**src/rtl/fetch_stream_source_if.sv**
```systemverilog
// Stream/fetch bus bundle for fetch_stream_source: instruction-memory read port,
// redirect request and the downstream {pc, instr} valid/ready stream.
interface fetch_stream_source_if #(
    parameter int XLEN = 32
);
    logic            imem_en;
    logic [XLEN-1:0] imem_addr;
    logic [XLEN-1:0] imem_rdata;
    logic            redirect_valid;
    logic [XLEN-1:0] redirect_pc;
    logic            valid_out;
    logic            ready_out;
    logic [XLEN-1:0] pc_out;
    logic [XLEN-1:0] instr_out;

    modport master (
        output imem_en, imem_addr, valid_out, pc_out, instr_out,
        input  imem_rdata, redirect_valid, redirect_pc, ready_out
    );

    modport slave (
        input  imem_en, imem_addr, valid_out, pc_out, instr_out,
        output imem_rdata, redirect_valid, redirect_pc, ready_out
    );
endinterface

```
**src/rtl/fetch_stream_source.sv**
```systemverilog
// Sequential-PC fetch unit: issues reads to a 1-cycle-latency instruction memory and
// streams {pc, instr} packets through a 2-entry output FIFO, with redirect flush.
module fetch_stream_source #(
    parameter int              XLEN     = 32,
    parameter logic [XLEN-1:0] RESET_PC = '0
) (
    input  logic                  clk,
    input  logic                  reset,
    fetch_stream_source_if.master bus
);
    localparam logic [XLEN-1:0] ALIGN_MASK = ~XLEN'(3);

    logic [XLEN-1:0] fetch_pc;
    logic [XLEN-1:0] inflight_pc;
    logic            inflight;
    logic [XLEN-1:0] buf_pc    [2];
    logic [XLEN-1:0] buf_instr [2];
    logic            rd_ptr;
    logic [1:0]      count;

    logic            pop;
    logic            push;
    logic            issue;
    logic            wr_ptr;
    logic [2:0]      occupancy;

    // count + inflight never exceeds 2, so a push can never land on a full FIFO.
    always_comb begin
        occupancy = {1'b0, count} + {2'b00, inflight};
        pop       = (count != 2'd0) && bus.ready_out;
        issue     = !reset && !bus.redirect_valid && ((occupancy < 3'd2) || pop);
        push      = inflight && !bus.redirect_valid;
        wr_ptr    = rd_ptr ^ count[0];
    end

    assign bus.imem_en   = issue;
    assign bus.imem_addr = fetch_pc;
    assign bus.valid_out = (count != 2'd0);
    assign bus.pc_out    = buf_pc[rd_ptr];
    assign bus.instr_out = buf_instr[rd_ptr];

    always_ff @(posedge clk or posedge reset) begin
        if (reset) begin
            fetch_pc    <= RESET_PC & ALIGN_MASK;
            inflight_pc <= '0;
            inflight    <= 1'b0;
            rd_ptr      <= 1'b0;
            count       <= 2'd0;
            for (int i = 0; i < 2; i++) begin
                buf_pc[i]    <= '0;
                buf_instr[i] <= '0;
            end
        end else begin
            inflight <= issue;
            if (issue) begin
                inflight_pc <= fetch_pc;
            end
            if (bus.redirect_valid) begin
                // Flush buffered packets; the in-flight response is dropped via push.
                fetch_pc <= bus.redirect_pc & ALIGN_MASK;
                count    <= 2'd0;
                rd_ptr   <= 1'b0;
            end else begin
                if (issue) begin
                    fetch_pc <= fetch_pc + XLEN'(4);
                end
                if (push) begin
                    buf_pc[wr_ptr]    <= inflight_pc;
                    buf_instr[wr_ptr] <= bus.imem_rdata;
                end
                if (pop) begin
                    rd_ptr <= ~rd_ptr;
                end
                case ({push, pop})
                    2'b10:   count <= count + 2'd1;
                    2'b01:   count <= count - 2'd1;
                    default: count <= count;
                endcase
            end
        end
    end
endmodule

```
**src/flat_wrapper.sv**
```systemverilog
// flat-port wrapper written by rule: the top's interface ports become plain ports
module fetch_stream_source_flat 
#(
    parameter int              XLEN     = 32,
    parameter logic [XLEN-1:0] RESET_PC = '0
)
  (clk, reset, bus_imem_en, bus_imem_addr, bus_valid_out, bus_pc_out, bus_instr_out, bus_imem_rdata, bus_redirect_valid, bus_redirect_pc, bus_ready_out);
  fetch_stream_source_if #(.XLEN(XLEN)) bus_i ();
  input  logic clk;
  input  logic reset;
  output wire logic [$bits(bus_i.imem_en)-1:0] bus_imem_en;
  output wire logic [$bits(bus_i.imem_addr)-1:0] bus_imem_addr;
  output wire logic [$bits(bus_i.valid_out)-1:0] bus_valid_out;
  output wire logic [$bits(bus_i.pc_out)-1:0] bus_pc_out;
  output wire logic [$bits(bus_i.instr_out)-1:0] bus_instr_out;
  input wire logic [$bits(bus_i.imem_rdata)-1:0] bus_imem_rdata;
  input wire logic [$bits(bus_i.redirect_valid)-1:0] bus_redirect_valid;
  input wire logic [$bits(bus_i.redirect_pc)-1:0] bus_redirect_pc;
  input wire logic [$bits(bus_i.ready_out)-1:0] bus_ready_out;
  assign bus_imem_en = bus_i.imem_en;
  assign bus_imem_addr = bus_i.imem_addr;
  assign bus_valid_out = bus_i.valid_out;
  assign bus_pc_out = bus_i.pc_out;
  assign bus_instr_out = bus_i.instr_out;
  assign bus_i.imem_rdata = bus_imem_rdata;
  assign bus_i.redirect_valid = bus_redirect_valid;
  assign bus_i.redirect_pc = bus_redirect_pc;
  assign bus_i.ready_out = bus_ready_out;
  fetch_stream_source #(.XLEN(XLEN), .RESET_PC(RESET_PC)) u_core (.clk(clk), .reset(reset), .bus(bus_i));
endmodule
```
**config.mk**
```make
export PLATFORM = sky130hd
export DESIGN_NAME = fetch_stream_source_flat
export DESIGN_NICKNAME = d
export VERILOG_FILES = /design/src/rtl/fetch_stream_source_if.sv /design/src/rtl/fetch_stream_source.sv /design/src/flat_wrapper.sv
export SDC_FILE = /design/constraint.sdc
export NUM_CORES = 1
export LEC_CHECK = 0
export BUFFER_PORTS_ARGS = -buffer_cell sky130_fd_sc_hd__buf_2
export CORE_MARGIN = 5
export CORE_UTILIZATION = 55
export CTS_CLUSTER_DIAMETER = 200
export DETAILED_ROUTE_END_ITERATION = 10
export PLACE_DENSITY = 0.8
export SLEW_MARGIN = 20
export SYNTH_ARGS = -nofsm -noshare
export SYNTH_HDL_FRONTEND = slang
export SYNTH_SLANG_ARGS = --single-unit
```
**constraint.sdc**
```tcl
create_clock -name clk -period 6.7 [get_ports clk]
set_input_delay 0.335 -clock clk [delete_from_list [all_inputs] [get_ports clk]]
set_output_delay 0.335 -clock clk [all_outputs]
set_load 0.05 [all_outputs]
```
Yosys cells after proc, flatten, opt, wreduce, memory -nomap -nowiden
Cells that the tools add are included.
{ "totals": {"regBits": 196, "word_cells": 53} }
{ "classes": {"add_sub_neg": 4, "n_lt_le_gt_ge": 4, "n_eq_ne": 2, "mux": 16, "bitwise": 5, "n_reduce_logical": 13} }
{ "ops": {"columns": ["op", "n"], "rows": [
  ["32-bit two-way mux", 9],
  ["64-bit bitwise mux", 2],
  ["32-bit by 3-bit adder with 32-bit output, second input constant", 1],
  ["32-bit demux with 1-bit select", 1],
  ["2-bit nonzero test", 3],
  ["1-bit logical AND", 5],
  ["2-bit >= comparator, second input constant", 2],
  ["1-bit NOT with 2-bit output", 2],
  ["2-bit one-hot mux with 2 select lines", 1],
  ["2-bit by 1-bit adder with 3-bit output", 1],
  ["3-bit by 2-bit less-than comparator with 1-bit output, second input constant", 1],
  ["3-bit nonzero test", 1],
  ["2-bit by 1-bit adder with 2-bit output, second input constant", 1],
  ["2-bit by 1-bit == test with 1-bit output, second input constant", 1],
  ["2-bit == test, second input constant", 1],
  ["1-bit logical NOT", 2],
  ["2-bit by 1-bit less-than comparator with 1-bit output, second input constant", 1],
  ["1-bit two-way mux", 2],
  ["2-bit two-way mux", 1],
  ["1-bit NOT", 2],
  ["2-bit AND reduction", 1],
  ["2-bit by 1-bit subtractor with 2-bit output, second input constant", 1],
  ["1-bit logical OR", 1],
  ["1-bit XOR", 1]
]} }

Depth between registers and ports, before layout
{ "logic_depth": {"ltp_word": 7, "mapped_depth": 6, "depth_no_buf": 6} }

Least setup slack after synthesis
OpenSTA, ideal clock, no wires.
{ "synth_path": {"kind": "reg2reg", "from": "reg u_core.fetch_pc[2], in the netlist u_core.bus.imem_addr[2]", "to": "reg u_core.fetch_pc[30], in the netlist u_core.bus.imem_addr[30]", "setup_time_ps": 69, "t_arrival_ps": 2319, "required_ps": 6631, "path_slack_ps": 4312, "stages_incl_launch_ff": 7, "n_path_buf": 0, "path_cell_list": "dfrtp_1 -> ha_1 -> nor2b_1 -> o21ai_4 -> or4_4 -> or4_1 -> nand3_1"} }
{ "synth_via": {"elab_chain_len": 3} }
{ "synth_lines": {"columns": ["item", "line", "text"], "rows": [
  ["start: declaration", "fetch_stream_source.sv:13", "logic [XLEN-1:0] fetch_pc;"],
  ["start signal: assignment", "fetch_stream_source.sv:44", "fetch_pc <= RESET_PC & ALIGN_MASK;"],
  ["start signal: assignment", "fetch_stream_source.sv:60", "fetch_pc <= bus.redirect_pc & ALIGN_MASK;"],
  ["start signal: assignment", "fetch_stream_source.sv:65", "fetch_pc <= fetch_pc + XLEN'(4);"],
  ["32-bit by 3-bit adder with 32-bit output", "fetch_stream_source.sv:65", null],
  ["32-bit two-way mux", "fetch_stream_source.sv:64", "if (issue) begin"],
  ["32-bit two-way mux", "fetch_stream_source.sv:58", "if (bus.redirect_valid) begin"]
]} }
Every way passes these cells. The select of a mux whose other input is x is not followed.
A chain may end at the register's enable or synchronous reset.

Worst setup path after layout
{ "layout_path": {"from": "reg u_core.inflight", "to": "out bus_imem_en"} }
{ "layout_via": {"elab_chain_len": 4} }
{ "layout_lines": {"columns": ["item", "line", "text"], "rows": [
  ["start: declaration", "fetch_stream_source.sv:15", "logic inflight;"],
  ["start signal: assignment", "fetch_stream_source.sv:54", "inflight <= issue;"],
  ["2-bit by 1-bit adder with 3-bit output", "fetch_stream_source.sv:29", "occupancy = {1'b0, count} + {2'b00, inflight};"],
  ["3-bit by 2-bit less-than comparator with 1-bit output", "fetch_stream_source.sv:31", "issue = !reset && !bus.redirect_valid && ((occupancy < 3'd2) || pop);"],
  ["1-bit logical OR", "fetch_stream_source.sv:31", null],
  ["1-bit logical AND", "fetch_stream_source.sv:31", null],
  ["end: declaration", "flat_wrapper.sv:11", "output wire logic [$bits(bus_i.imem_en)-1:0] bus_imem_en;"]
]} }
Every way passes these cells.

==> metrics.md <==
| Metric | Value |
|---|---|
| Status | `complete, no violations` |
| Largest net degree at the start of global routing | `around 110` |
| Min-Delay Path Class | `in2async` |
| Synth Warn # | `0` |
| Core Area | `about 0.015 mm2` |
| Crit-path max FO | `27` |
| CTS tree | `done` |
| PwrDens | `387 mW/mm2` |
| Final Hold Viols | `0` |
| DIE HEIGHT | `~130 um` |
| Pre-CTS setup slack | `between 3000 and 4000 ps` |
| Clk root buf | `clkbuf_16` |
| Clock-pin slew on the worst setup and hold paths | `70 ps` |
| Synth top area share | `0.561` |
| Main combinational cell family by area after synthesis | `multiplexers` |
| Yosys cell types | `44` |
| First-pass GRT wire length | `between 20000 and 30000 um` |
| Top cells by count, synth | `mux2_2, dfrtp_1, nand2_1, o21ai_0, xnor2_1` |
| Insertion delay to the later sink of the worst-skew pair | `roughly 420 ps` |
| Critical Path Start Type | `flop` |
| LEAKAGE | `between 4 and 5 nW` |
| Leading post-synthesis cells by cell area | `dfrtp_1, mux2_2, nand2_1, xnor2_1, o21ai_0` |
| Post-synthesis adder-cell area fraction | `0.00149` |
| Antenna Violating Nets Remaining | `0` |
| Hpwl dp | `12200 um` |
| Site Rows | `45` |
| Unrepaired setup endpoints after global routing | `no` |
| Pre-antenna DRT Iters | `4` |
| Compound-Gate Fraction of Synth Area | `0.0301` |
| Antenna Cells | `0` |
| Fill count | `between 1k and 1.5k` |
| Maximum clock rate | `between 300 and 400 MHz` |
| Vias in the first global route | `between 5k and 6k` |
| Routed wl met2 | `8770 um` |
| GR Overflow Total | `0` |
| GRT Total Usage | `0.210` |
| Mux cell area share after synthesis | `0.293` |
| Die ar. | `0.0178 mm2` |
| Clock sink count | `188` |
| Routed length on met1 | `between 7000 and 8000 um` |
| Post-synth ARST share | `1.00` |
| Uppermost layer routed | `met4` |
| Arrival time at the worst endpoint | `~2800 ps` |
| Routed len/inst | `between 15 and 20 um` |
| Cells after Synth | `625` |
| Post-Route WL | `18100 um` |
| Post-route setup slack | `3610 ps` |
| Via count | `about 5.4k` |
| CTS buffer count | `17` |
| Critical Path RT | `roughly 6400 ps` |
| # DRC | `0` |
| GPL Wtd Cong | `about 0.77` |
| Starting Density | `0.556` |
| Post-synthesis area per instance | `around 13 um2` |
| Deepest clock path buffer count | `2` |
| Worst Skew | `roughly 7.2 ps` |
| Final Setup Violations | `0` |
| XOR/XNOR share of the synthesized area | `0.0313` |
| Register area share after synthesis | `0.561` |
| Detailed Route Iter0 Violations | `approximately 180` |
| Vias per cell | `5.56` |
| Tcrit/Tclk final | `0.461` |
| Setup TNS | `0 ps` |
| Hold_buf cts | `0` |
| Final net count | `approximately 840` |
| Least-Margin Pin Slew | `roughly 940 ps` |
| Layout cells sized above 1 | `0.536` |
| Area leader, netlist | `dfrtp_1` |
| Most frequent cell after synthesis | `mux2_2` |
| Initial antenna violation count | `0` |
| EDFF count, synth | `0` |
| Layout area overhead | `18.2%` |
| Slew HR | `0.371` |
| Post-CTS setup buffer count | `0` |
| Max-cap viol count | `0` |
| Critical path type | `reg2out` |
| Maximum VDD drop | `~0.22 mV` |
| Most common flop cell mapped by yosys | `dfrtp_1` |
| Final min period | `roughly 3100 ps` |
| Wire length on met3 | `1000 um` |
| Post-CTS Resized | `0` |
| Htree depth | `4` |
| FF+latch count, synth | `~190` |
| Critical Path End Type | `primary output` |
| Simple-gate area share of the yosys netlist | `0.0601` |
| Mapped Area | `0.00838 mm2` |
| Port bufs | `approximately 160` |
| Slew Viols, Final | `0` |
| Die Wd | `around 130 um` |
| Number of I/O pins | `~170` |
==> critical path, stage by stage, from the launching register on <==
cell and delay [ps]:
dfrtp_1 460, a21oi_2 420, nor2_1 180, nor3_2 430
buf_4 480, buf_2 350
==> logic make-up after synthesis <==
kind of cell / after synthesis
mux: 218
simple gates: 102
fa+ha+maj: 1
buf+inv: 43
flops: 188
xor+xnor: 30
compound gates: 42
other cells: 1
==> worst paths after layout <==
path / end / start / slack [ps] / cells after the start
max: bus_imem_en / u_core.inflight / 3610 / 5
min: u_core.inflight_pc[17] / reset / 90 / 2
max reg2reg: u_core.buf_pc[56] / u_core.count[0] / 4160 / 4
min reg2reg: u_core.buf_pc[53] / u_core.buf_pc[53] / 500 / 1
max in group asynchronous: u_core.buf_instr[10] / reset / 5180 / 3
min in group clk: u_core.bus.imem_addr[17] / bus_redirect_pc[17] / 130 / 3
==> power by group <==
group	leakage (nW)	internal, W	switching [W]
sequential	2.32	0.00144	0.000174
combinational	1.95	0.000448	0.000781
clock	0.284	0.000561	0.000425
==> final cells by class <==
cell class                      instances  area, um2  area share
Sequential cell                       188       4710       0.475
Multi-Input combinational cell        397       3510       0.354
Timing Repair Buffer                  166        848      0.0856
Clock buffer                           19        443      0.0447
Tap cell                              188        235      0.0237
Clock inverter                         13        139      0.0140
Inverter                                5       26.3     0.00265
==> flip-flops by register name, summed over array words and instances (netlist names) <==
register              cells
u_core.buf_instr         64
u_core.buf_pc            60
u_core.bus.imem_addr     30
u_core.inflight_pc       30
u_core.count              2
u_core.inflight           1
u_core.rd_ptr             1
==> through the flow <==
| stage | cell area (um2) | instances | total power, W | hold WS [ps] | utilization |
|---|---|---|---|---|---|
| 6_report | 9910 | 976 | 0.00383 | 91.3 | 0.657 |
| 2_1_floorplan | 8390 | 628 | 0.00260 | 456 | - |
| 3_5_place_dp | 9330 | 944 | 0.00287 | 489 | 0.618 |
| 5_1_grt | 9910 | 976 | 0.00401 | 117 | 0.657 |
| 3_3_place_gp | 9330 | 944 | 0.00281 | 483 | 0.618 |
| 4_1_cts | 9910 | 976 | 0.00387 | 107 | 0.657 |
==> per-layer routing <==
metal,GRT usage,vias to the layer above
li1,-,2491
met5,0,-
met1,0.281,2756
met3,0.0487,27
met2,0.339,157
met4,0.0743,0
==> layout by cell type, fill, tap and decap left out, drive strengths merged, types with 4 or more instances in the layout <==
cell / n
nor4: 7
clkinv: 6
and4: 4
conb: 4
nand3: 9
mux2: 216
xor2: 10
xnor2: 20
buf: 166
inv: 8
clkbuf: 19
nor3: 5
and3: 5
nor2: 11
dfrtp: 188
nand2: 48
o21ai: 32
(Power assumes the default switching activity.)
